**src/rtl/arb8_pkg.sv**
```systemverilog
// Shared types and constants for the 8-way round-robin arbiter.
package arb8_pkg;

    localparam int CNTW = 8;
    localparam int NREQ = 8;

    typedef enum logic [1:0] {
        ST_IDLE,
        ST_OWN,
        ST_TURN
    } state_t;

endpackage

```
**src/rtl/rr_pick8.sv**
```systemverilog
// Combinational round-robin picker: first set request scanning from ptr
// upward, wrapping 7 -> 0. Reusable by any 8-way arbiter.
module rr_pick8
    import arb8_pkg::*;
(
    input  logic [NREQ-1:0] req,
    input  logic [2:0]      ptr,
    output logic [2:0]      win,
    output logic            valid
);

    logic [NREQ-1:0] rot;
    logic [2:0]      off;

    // Rotate so bit 0 is the requester at ptr, then take the lowest set bit
    // and translate the offset back to an absolute index.
    always_comb begin
        rot   = NREQ'({req, req} >> ptr);
        off   = 3'd0;
        valid = 1'b0;
        for (int i = NREQ - 1; i >= 0; i--) begin
            if (rot[i]) begin
                off   = 3'(i);
                valid = 1'b1;
            end
        end
        win = 3'(ptr + off);
    end

endmodule

```
**src/rtl/arb8.sv**
```systemverilog
// Round-robin arbiter and mux sequencer for an 8-way shared resource.
// Grants one owner at a time, limits bursts once others wait, and inserts
// turnaround cycles so the mux select never moves under a live grant.
module arb8
    import arb8_pkg::*;
#(
    parameter int MAXBURST = 8,
    parameter int TURN     = 1
)
(
    input  logic            sys_clk,
    input  logic            sys_rst,
    input  logic [NREQ-1:0] req,
    output logic [NREQ-1:0] gnt,
    output logic [2:0]      sel,
    output logic            busy
);

    localparam logic [CNTW-1:0] MAXB  = CNTW'(MAXBURST);
    localparam logic [1:0]      TURNV = 2'(TURN);

    state_t          state, state_n;
    logic [2:0]      ptr, ptr_n;
    logic [CNTW-1:0] cnt, cnt_n;
    logic [1:0]      tcnt, tcnt_n;
    logic [NREQ-1:0] gnt_n;
    logic [2:0]      sel_n;
    logic [2:0]      win;
    logic            win_valid;
    logic            owner_req;
    logic            others_req;
    logic            end_grant;

    rr_pick8 u_pick (
        .req   (req),
        .ptr   (ptr),
        .win   (win),
        .valid (win_valid)
    );

    // Owner is whoever sel points at; a grant ends on release or when the
    // burst limit is hit while someone else is waiting.
    always_comb begin
        owner_req  = req[sel];
        others_req = |(req & ~gnt);
        end_grant  = !owner_req || ((cnt >= MAXB) && others_req);
    end

    // Next-state logic for FSM, pointer, counters and registered outputs.
    always_comb begin
        state_n = state;
        ptr_n   = ptr;
        cnt_n   = cnt;
        tcnt_n  = tcnt;
        gnt_n   = gnt;
        sel_n   = sel;
        case (state)
            ST_IDLE: begin
                if (win_valid) begin
                    gnt_n   = NREQ'(1) << win;
                    sel_n   = win;
                    cnt_n   = CNTW'(1);
                    state_n = ST_OWN;
                end
            end
            ST_OWN: begin
                if (end_grant) begin
                    gnt_n = '0;
                    ptr_n = 3'(sel + 3'd1);
                    if (TURNV != 2'd0) begin
                        state_n = ST_TURN;
                        tcnt_n  = TURNV;
                    end else begin
                        state_n = ST_IDLE;
                    end
                end else if (cnt < MAXB) begin
                    cnt_n = cnt + CNTW'(1);
                end
            end
            ST_TURN: begin
                gnt_n = '0;
                if (tcnt <= 2'd1) begin
                    state_n = ST_IDLE;
                    tcnt_n  = 2'd0;
                end else begin
                    tcnt_n = tcnt - 2'd1;
                end
            end
            default: begin
                state_n = ST_IDLE;
                gnt_n   = '0;
            end
        endcase
    end

    // State and output registers with synchronous reset.
    always_ff @(posedge sys_clk) begin
        if (sys_rst) begin
            state <= ST_IDLE;
            ptr   <= 3'd0;
            cnt   <= '0;
            tcnt  <= 2'd0;
            gnt   <= '0;
            sel   <= 3'd0;
        end else begin
            state <= state_n;
            ptr   <= ptr_n;
            cnt   <= cnt_n;
            tcnt  <= tcnt_n;
            gnt   <= gnt_n;
            sel   <= sel_n;
        end
    end

    assign busy = (state != ST_IDLE);

endmodule

```
**config.mk**
```make
export PLATFORM = sky130hd
export DESIGN_NAME = arb8
export DESIGN_NICKNAME = d
export VERILOG_FILES = /design/src/rtl/arb8_pkg.sv /design/src/rtl/rr_pick8.sv /design/src/rtl/arb8.sv
export SDC_FILE = /design/constraint.sdc
export NUM_CORES = 1
export LEC_CHECK = 0
export ABC_CLOCK_PERIOD_IN_PS = 7220
export BUFFER_PORTS_ARGS = -buffer_cell sky130_fd_sc_hd__buf_2
export CAP_MARGIN = 20
export CORE_MARGIN = 2
export CORE_UTILIZATION = 54
export DETAILED_ROUTE_END_ITERATION = 6
export PLACE_DENSITY = 0.71
export REMOVE_ABC_BUFFERS = 1
export SLEW_MARGIN = 5
export SYNTH_ARGS = -nofsm -noshare
export SYNTH_HDL_FRONTEND = slang
export SYNTH_SLANG_ARGS = --single-unit
export TNS_END_PERCENT = 30
```
**constraint.sdc**
```tcl
create_clock -name sys_clk -period 7.22 [get_ports sys_clk]
set_input_delay 0.722 -clock sys_clk [delete_from_list [all_inputs] [get_ports sys_clk]]
set_output_delay 0.722 -clock sys_clk [all_outputs]
set_load 0.02 [all_outputs]
```
Word level (Yosys, flattened, before mapping)
Index checks and enable logic that the tools add are counted.
- register bits: 26
- bits of input ports: 10
- logic and storage cells: 71
- $add $sub $neg: 4
- $lt $le $gt $ge: 4
- equal/unequal tests: 7
- shift-type cells: 2
- mux-type cells: 32
- bitwise logic cells: 2
- reduce and logical (&&, ||, !) cells: 14
- operators by type and width (kind ; number):
    $mux W8 ; 5
    $pmux W8 S2 ; 2
    $mux W3 ; 8
    $shr A16 B3 Y8 ; 1
    $mux W2 ; 5
    $mux W1 ; 9
    $add A8 B1 Y8 const B ; 1
    $and A8 B8 Y8 ; 1
    $ge A8 B4 Y1 const B ; 1
    $lt A8 B4 Y1 const B ; 1
    $ne A2 B2 Y1 const B ; 4
    $not A8 Y8 ; 1
    $reduce_and A2 Y1 ; 4
    $reduce_or A8 Y1 ; 1
    $shl A1 B3 Y8 const A ; 1
    $pmux W2 S3 ; 1
    $reduce_bool A2 Y1 ; 3
    $lt A3 B4 Y1 const B ; 1
    $pmux W2 S2 ; 1
    $reduce_and A4 Y1 ; 1
    $add A3 B1 Y3 const B ; 1
    $add A3 B3 Y3 ; 1
    $bmux W1 S3 ; 1
    $reduce_and A3 Y1 ; 1
    9 further kinds ; 9

Depth between registers and ports, before layout
- word-level depth: 13
- mapped depth: 14
- mapped depth without buffers: 12

Modules after synthesis
A second synthesis with hierarchy kept.
- cells, all modules: 231
- area total of the unflattened synthesis: 2052.0 um2
- modules (own cells, without submodules) (module ; instances ; cells an instance ; area an instance (um2)):
    arb8 ; 1 ; 160 ; 1400.1
    rr_pick8 ; 1 ; 71 ; 651.9

Least setup slack after synthesis
No wires, ideal clock.
- path kind: input-to-reg
- start point: in req[1]
- end point: reg gnt[3]
- arrival: 3345 ps
- required time: 7146 ps
- setup slack: 3800 ps
- cell stages on the path: 11
- path buffers: 0
- cells stage by stage: mux2_2 mux2_2 o21ai_0 a21o_1 a21oi_1 o32ai_1 ha_1 inv_1 fa_1 or4b_2 o21ai_0
- longest elaborated chain between the ends: 13
- elaborated cells on any way between the ends: 31
- classes of those cells: add/sub (1); eq/ne (2); shift (2); mux (20); bitwise (1); reduce/logical (5)
- ends and longest elaborated chain (what ; RTL line ; RTL):
    from (decl) ; arb8.sv:13 ; input logic [NREQ-1:0] req,
    $shr A16 B3 Y8 ; rr_pick8.sv:18 ; rot = NREQ'({req, req} >> ptr);
    $mux W3 (8 in series) ; rr_pick8.sv:22 ; if (rot[i]) begin
    $add A3 B3 Y3 ; rr_pick8.sv:27 ; win = 3'(ptr + off);
    $shl A1 B3 Y8 ; arb8.sv:60 ; gnt_n = NREQ'(1) << win;
    $mux W8 ; arb8.sv:59 ; if (win_valid) begin
    $pmux W8 S2 ; arb8.sv:57 ; case (state)
    to (signal assigned) ; arb8.sv:110 ; gnt <= gnt_n;
    to (decl) ; arb8.sv:14 ; output logic [NREQ-1:0] gnt,
Several ways; a longest one is shown, not always the timed one. The select of a mux whose other input is x is not followed.
A chain may end at the register's enable or synchronous reset.

Final worst setup path
- start point: reg ptr[1]
- end point: reg gnt[7]
- longest elaborated chain between the ends: 13
- elaborated cells on any way between the ends: 23
- classes of those cells: add/sub (1); eq/ne (1); shift (2); mux (18); reduce/logical (1)
- ends and longest elaborated chain (what ; RTL line ; RTL):
    from (decl) ; arb8.sv:23 ; logic [2:0] ptr, ptr_n;
    from (signal assigned) ; arb8.sv:107 ; ptr <= ptr_n;
    $shr A16 B3 Y8 ; rr_pick8.sv:18 ;
    $mux W3 (8 in series) ; rr_pick8.sv:22 ;
    $add A3 B3 Y3 ; rr_pick8.sv:27 ;
    $shl A1 B3 Y8 ; arb8.sv:60 ;
    $mux W8 ; arb8.sv:59 ;
    $pmux W8 S2 ; arb8.sv:57 ;
Several ways; a longest one is shown, not always the timed one. The select of a mux whose other input is x is not followed.

==> summary.txt <==
Pwr
  – Post-route total power: between 500 and 600 uW
  – Proportion of power drawn by the clock network: 0.176
  – Power per cell area: around 300 nW/um^2
  – Reg power frac: 0.368
  – Switching part of the total power: 0.399
  – Net Sw Power: roughly 220 uW
  – Worst voltage drop across the vdd grid: between 0.15 and 0.2 mV
  – Logic gate share of total power: 0.456
  – Design internal power: about 330 uW
  – Leakage dissipation: between 0.7 and 0.8 nW

Finish
  – Final non-filler cell total: approximately 230
  – Finished Core Util: 0.613
  – Area Growth Syn to Fin: 10.2%
  – Antenna Cells: 0
  – Final Cell Area: roughly 1800 sq um
  – Post-layout net count: roughly 220
  – Share of cells above drive strength 1: 0.239

Global routing
  – Global-route met2 utilization: 0.349
  – Number of antenna violations at the first check in global routing: 0
  – Busiest layer in global routing: met1
  – Vias in the first global route: ~1.3k
  – Overall fraction of global-route tracks in use: 0.232
  – Wire length of the first global-routing pass: 6230 um
  – Largest net degree at the start of global routing: 22
  – Met3 capacity usage during global routing: 0.0437
  – Met1 Usage GRT: 0.353
  – Residual overflow from global routing: 0

Synth
  – Area leader, netlist: sky130_fd_sc_hd__dfxtp_1
  – Dominant cells by area after synthesis: sky130_fd_sc_hd__dfxtp_1 (31%), sky130_fd_sc_hd__mux4_2 (6.8%), sky130_fd_sc_hd__mux2i_1 (6.6%), sky130_fd_sc_hd__nor2_1 (3.6%), sky130_fd_sc_hd__mux2_2 (3.4%)
  – Yosys top cell area share: 0.314
  – Synth unique cells: 49
  – Number of synthesized flops with an enable pin: 0
  – Proportion of synthesized chip area in sequential cells: 0.314
  – Most used DFF post-synth: sky130_fd_sc_hd__dfxtp_1
  – Share of synthesized flip-flops with an asynchronous set or reset: 0
  – Number of register bits inferred by synthesis: 26
  – Synth Instances: 181
  – Syn. warnings: 0
  – Mean Syn Cell Area: roughly 9.2 sq um
  – Summed instance area of the synthesized netlist: between 1500 and 2000 sq um

Die
  – Die H: 59.4 um
  – Initial Utilization: 0.556
  – DIE WIDTH: approximately 59 um
  – Number of standard-cell rows in the floorplan: 20
  – CORE AREA: around 3000 sq um
  – Area of the die: 3530 sq um
  – Count of pins on the block boundary: 22

Drt
  – Number of design rule violations left after detail routing: 0
  – Final routed wirelength across all metal layers: 3770 um
  – Count of TritonRoute iterations in the first routing pass: 4
  – Mean routed wirelength per cell: ~16 um
  – Number of vias in the routed layout: 1411
  – 1st-iter DRT viols: 110
  – Number of nets with antenna violations after detailed routing: 0
  – Vias per cell: roughly 6

Clock network
  – Cell chosen for the clock root: sky130_fd_sc_hd__clkbuf_4
  – TritonCTS Sinks: 26
  – TritonCTS clock tree: built
  – Max Buffers Root-to-Sink: 2
  – Number of buffers added for setup after CTS: 0
  – Clock Latency Late Sink: between 300 and 400 ps
  – Number of buffers inserted during clock tree synthesis: 3
  – Clock transition at the register clock pins on the worst setup and hold paths after CTS: 140 ps
  – H-tree Lvls: 1
  – Total of cells resized after clock tree synthesis: 0
  – Post-CTS Hold Buffers: 0

Timing
  – Least-Margin Pin Slew: around 670 ps
  – Final Max Tran Viols: 0
  – Setup_tns: 0 ps
  – Final setup skew: 8.83 ps
  – Hold violation count in the final report: 0
  – Minimum clock period: 3810 ps
  – Setup-failing EPs final: 0
  – Worst rel slew slack: 0.552
  – Final period util: 0.528
  – Unrepaired setup endpoints after global routing: false
  – Maximum operating frequency: approximately 260 MHz
  – Min setup slack post-route: about 3400 ps
  – Final hold slack: around 470 ps

Worst setup path
  – Data required time at the worst endpoint: around 7500 ps
  – Worst flop-to-flop path endpoint: gnt[7]
  – Type of the worst setup path: reg -> reg
  – Endpoint class of the critical path: flip-flop
  – Slack of the worst reg-to-reg path: around 3400 ps
  – Chain of cells forming the critical path: mux2_2 -> mux2_2 -> o21ai_0 -> a21o_1 -> a21oi_1 -> o32ai_1 -> ha_1 -> inv_1 -> fa_1 -> or4b_2 -> o21ai_0
  – Cell with the largest stage delay on the worst path: sky130_fd_sc_hd__dfxtp_1
  – Largest stage delay, worst path: roughly 730 ps
  – CP arrival: 4060 ps
  – Count of cells along the worst register-to-register path: 11
  – Reg2Reg Launch Point: ptr[1]
  – Highest net fanout along the worst path: 17
  – Startpoint types: flip-flop

Worst hold path
  – Number of cells traversed by the worst hold path: 1
  – End of the worst hold path: cnt[4]
  – Min-Delay Startpoint: cnt[4]
  – Worst hold-check path type: reg -> reg

Placed design
  – Area of placed instances: 1770 sq um
  – DP Cell Count: 230
  – Final RePlAce weighted congestion: 0.882
  – Post-Place Worst Slack: between 3000 and 4000 ps
  – Placed wire-length estimate: about 2900 um
  – Count of buffers inserted at the top-level ports: 21

Run
  – Max-Cap Viols: 0

Outcome
  – Outcome: finished, final reports clean
cells in the mapped netlist (2+ instances only):
master,number
sky130_fd_sc_hd__or2_2,2
sky130_fd_sc_hd__inv_1,14
sky130_fd_sc_hd__or3b_1,2
sky130_fd_sc_hd__nor2b_1,5
sky130_fd_sc_hd__a22oi_1,2
sky130_fd_sc_hd__mux2i_1,11
sky130_fd_sc_hd__o21ai_0,7
sky130_fd_sc_hd__nand3_1,3
sky130_fd_sc_hd__a22o_1,4
sky130_fd_sc_hd__a21oi_1,8
sky130_fd_sc_hd__a21o_1,3
sky130_fd_sc_hd__clkbuf_1,3
sky130_fd_sc_hd__a31oi_1,2
sky130_fd_sc_hd__nand2b_1,3
sky130_fd_sc_hd__o21ai_2,2
sky130_fd_sc_hd__a32o_1,2
sky130_fd_sc_hd__ha_1,4
sky130_fd_sc_hd__nor2_1,16
sky130_fd_sc_hd__and2_1,5
sky130_fd_sc_hd__nor3_1,7
sky130_fd_sc_hd__nand2_1,11
sky130_fd_sc_hd__dfxtp_1,26
sky130_fd_sc_hd__a211oi_1,3
sky130_fd_sc_hd__or3_1,3
sky130_fd_sc_hd__mux2_2,5
sky130_fd_sc_hd__mux4_2,5
area by class of cell:
class / count / area, sq um
Fill cell: 274 / 1150
Multi-Input combinational cell: 136 / 1050
Sequential cell: 26 / 520
Timing Repair Buffer: 21 / 105
Inverter: 14 / 52.6
Tap cell: 33 / 41.3
Clock inverter: 1 / 30.0
Clock buffer: 3 / 22.5
power groups by stage:
stage                     clock (mW)  combinational [mW]  sequential (mW)
after floorplan                    0               0.174            0.214
after global placement             0               0.243            0.205
after detailed placement           0               0.248            0.206
after CTS                      0.100               0.250            0.203
after global routing           0.107               0.277            0.208
final                         0.0970               0.252            0.203
placed cells by master (no fill, tap or decap), types with 7 or more instances in the layout:
master                    count
sky130_fd_sc_hd__a21oi_1      8
sky130_fd_sc_hd__buf_2       21
sky130_fd_sc_hd__dfxtp_1     26
sky130_fd_sc_hd__inv_1       14
sky130_fd_sc_hd__mux2i_1     11
sky130_fd_sc_hd__nand2_1     11
sky130_fd_sc_hd__nor2_1      16
sky130_fd_sc_hd__nor3_1       7
sky130_fd_sc_hd__o21ai_0      7
state kept, by name, indices dropped and copies added, names as in the netlist:
register / cells
cnt: 8
gnt: 8
ptr: 3
sel: 3
state: 2
tcnt: 2
worst max-delay path, delay by kind of cell (launching register included):
family / cells / cell delay [ps]
AO/OA/AOI/OAI: 5 / 820
AND/OR/NAND/NOR: 1 / 700
multiplexers: 2 / 700
flip-flops: 1 / 730
buffers and inverters: 1 / 50
adder cells (fa/ha/maj): 2 / 720
per-layer routing:
layer  wire length [um]  part of all wire
met1               1880              0.50
met2               1630              0.43
met3                245             0.065
met4                 10            0.0027
met5                  0                 0
kinds of logic (layout without fill, tap and decap cells):
| group | count (synthesis) | after routing | share of synthesized area |
|---|---|---|---|
| fa+ha+maj | 6 | 6 | 0.0506 |
| flops | 26 | 26 | 0.314 |
| mux | 21 | 21 | 0.168 |
| buf+inv | 19 | 39 | 0.0498 |
| simple gates | 64 | 64 | 0.204 |
| xor+xnor | 3 | 3 | 0.0249 |
| compound gates | 42 | 42 | 0.188 |
worst max-delay path by stage:
stage	start	endpoint	slack, ps
floorplan	ptr[1]	gnt[3]	3780
global placement	req[7]	gnt[7]	3550
detailed placement	req[7]	gnt[7]	3420
CTS	ptr[1]	gnt[7]	3440
global route	ptr[1]	gnt[7]	3170
finish	ptr[1]	gnt[7]	3410
Power figures use the tool's default switching activity.
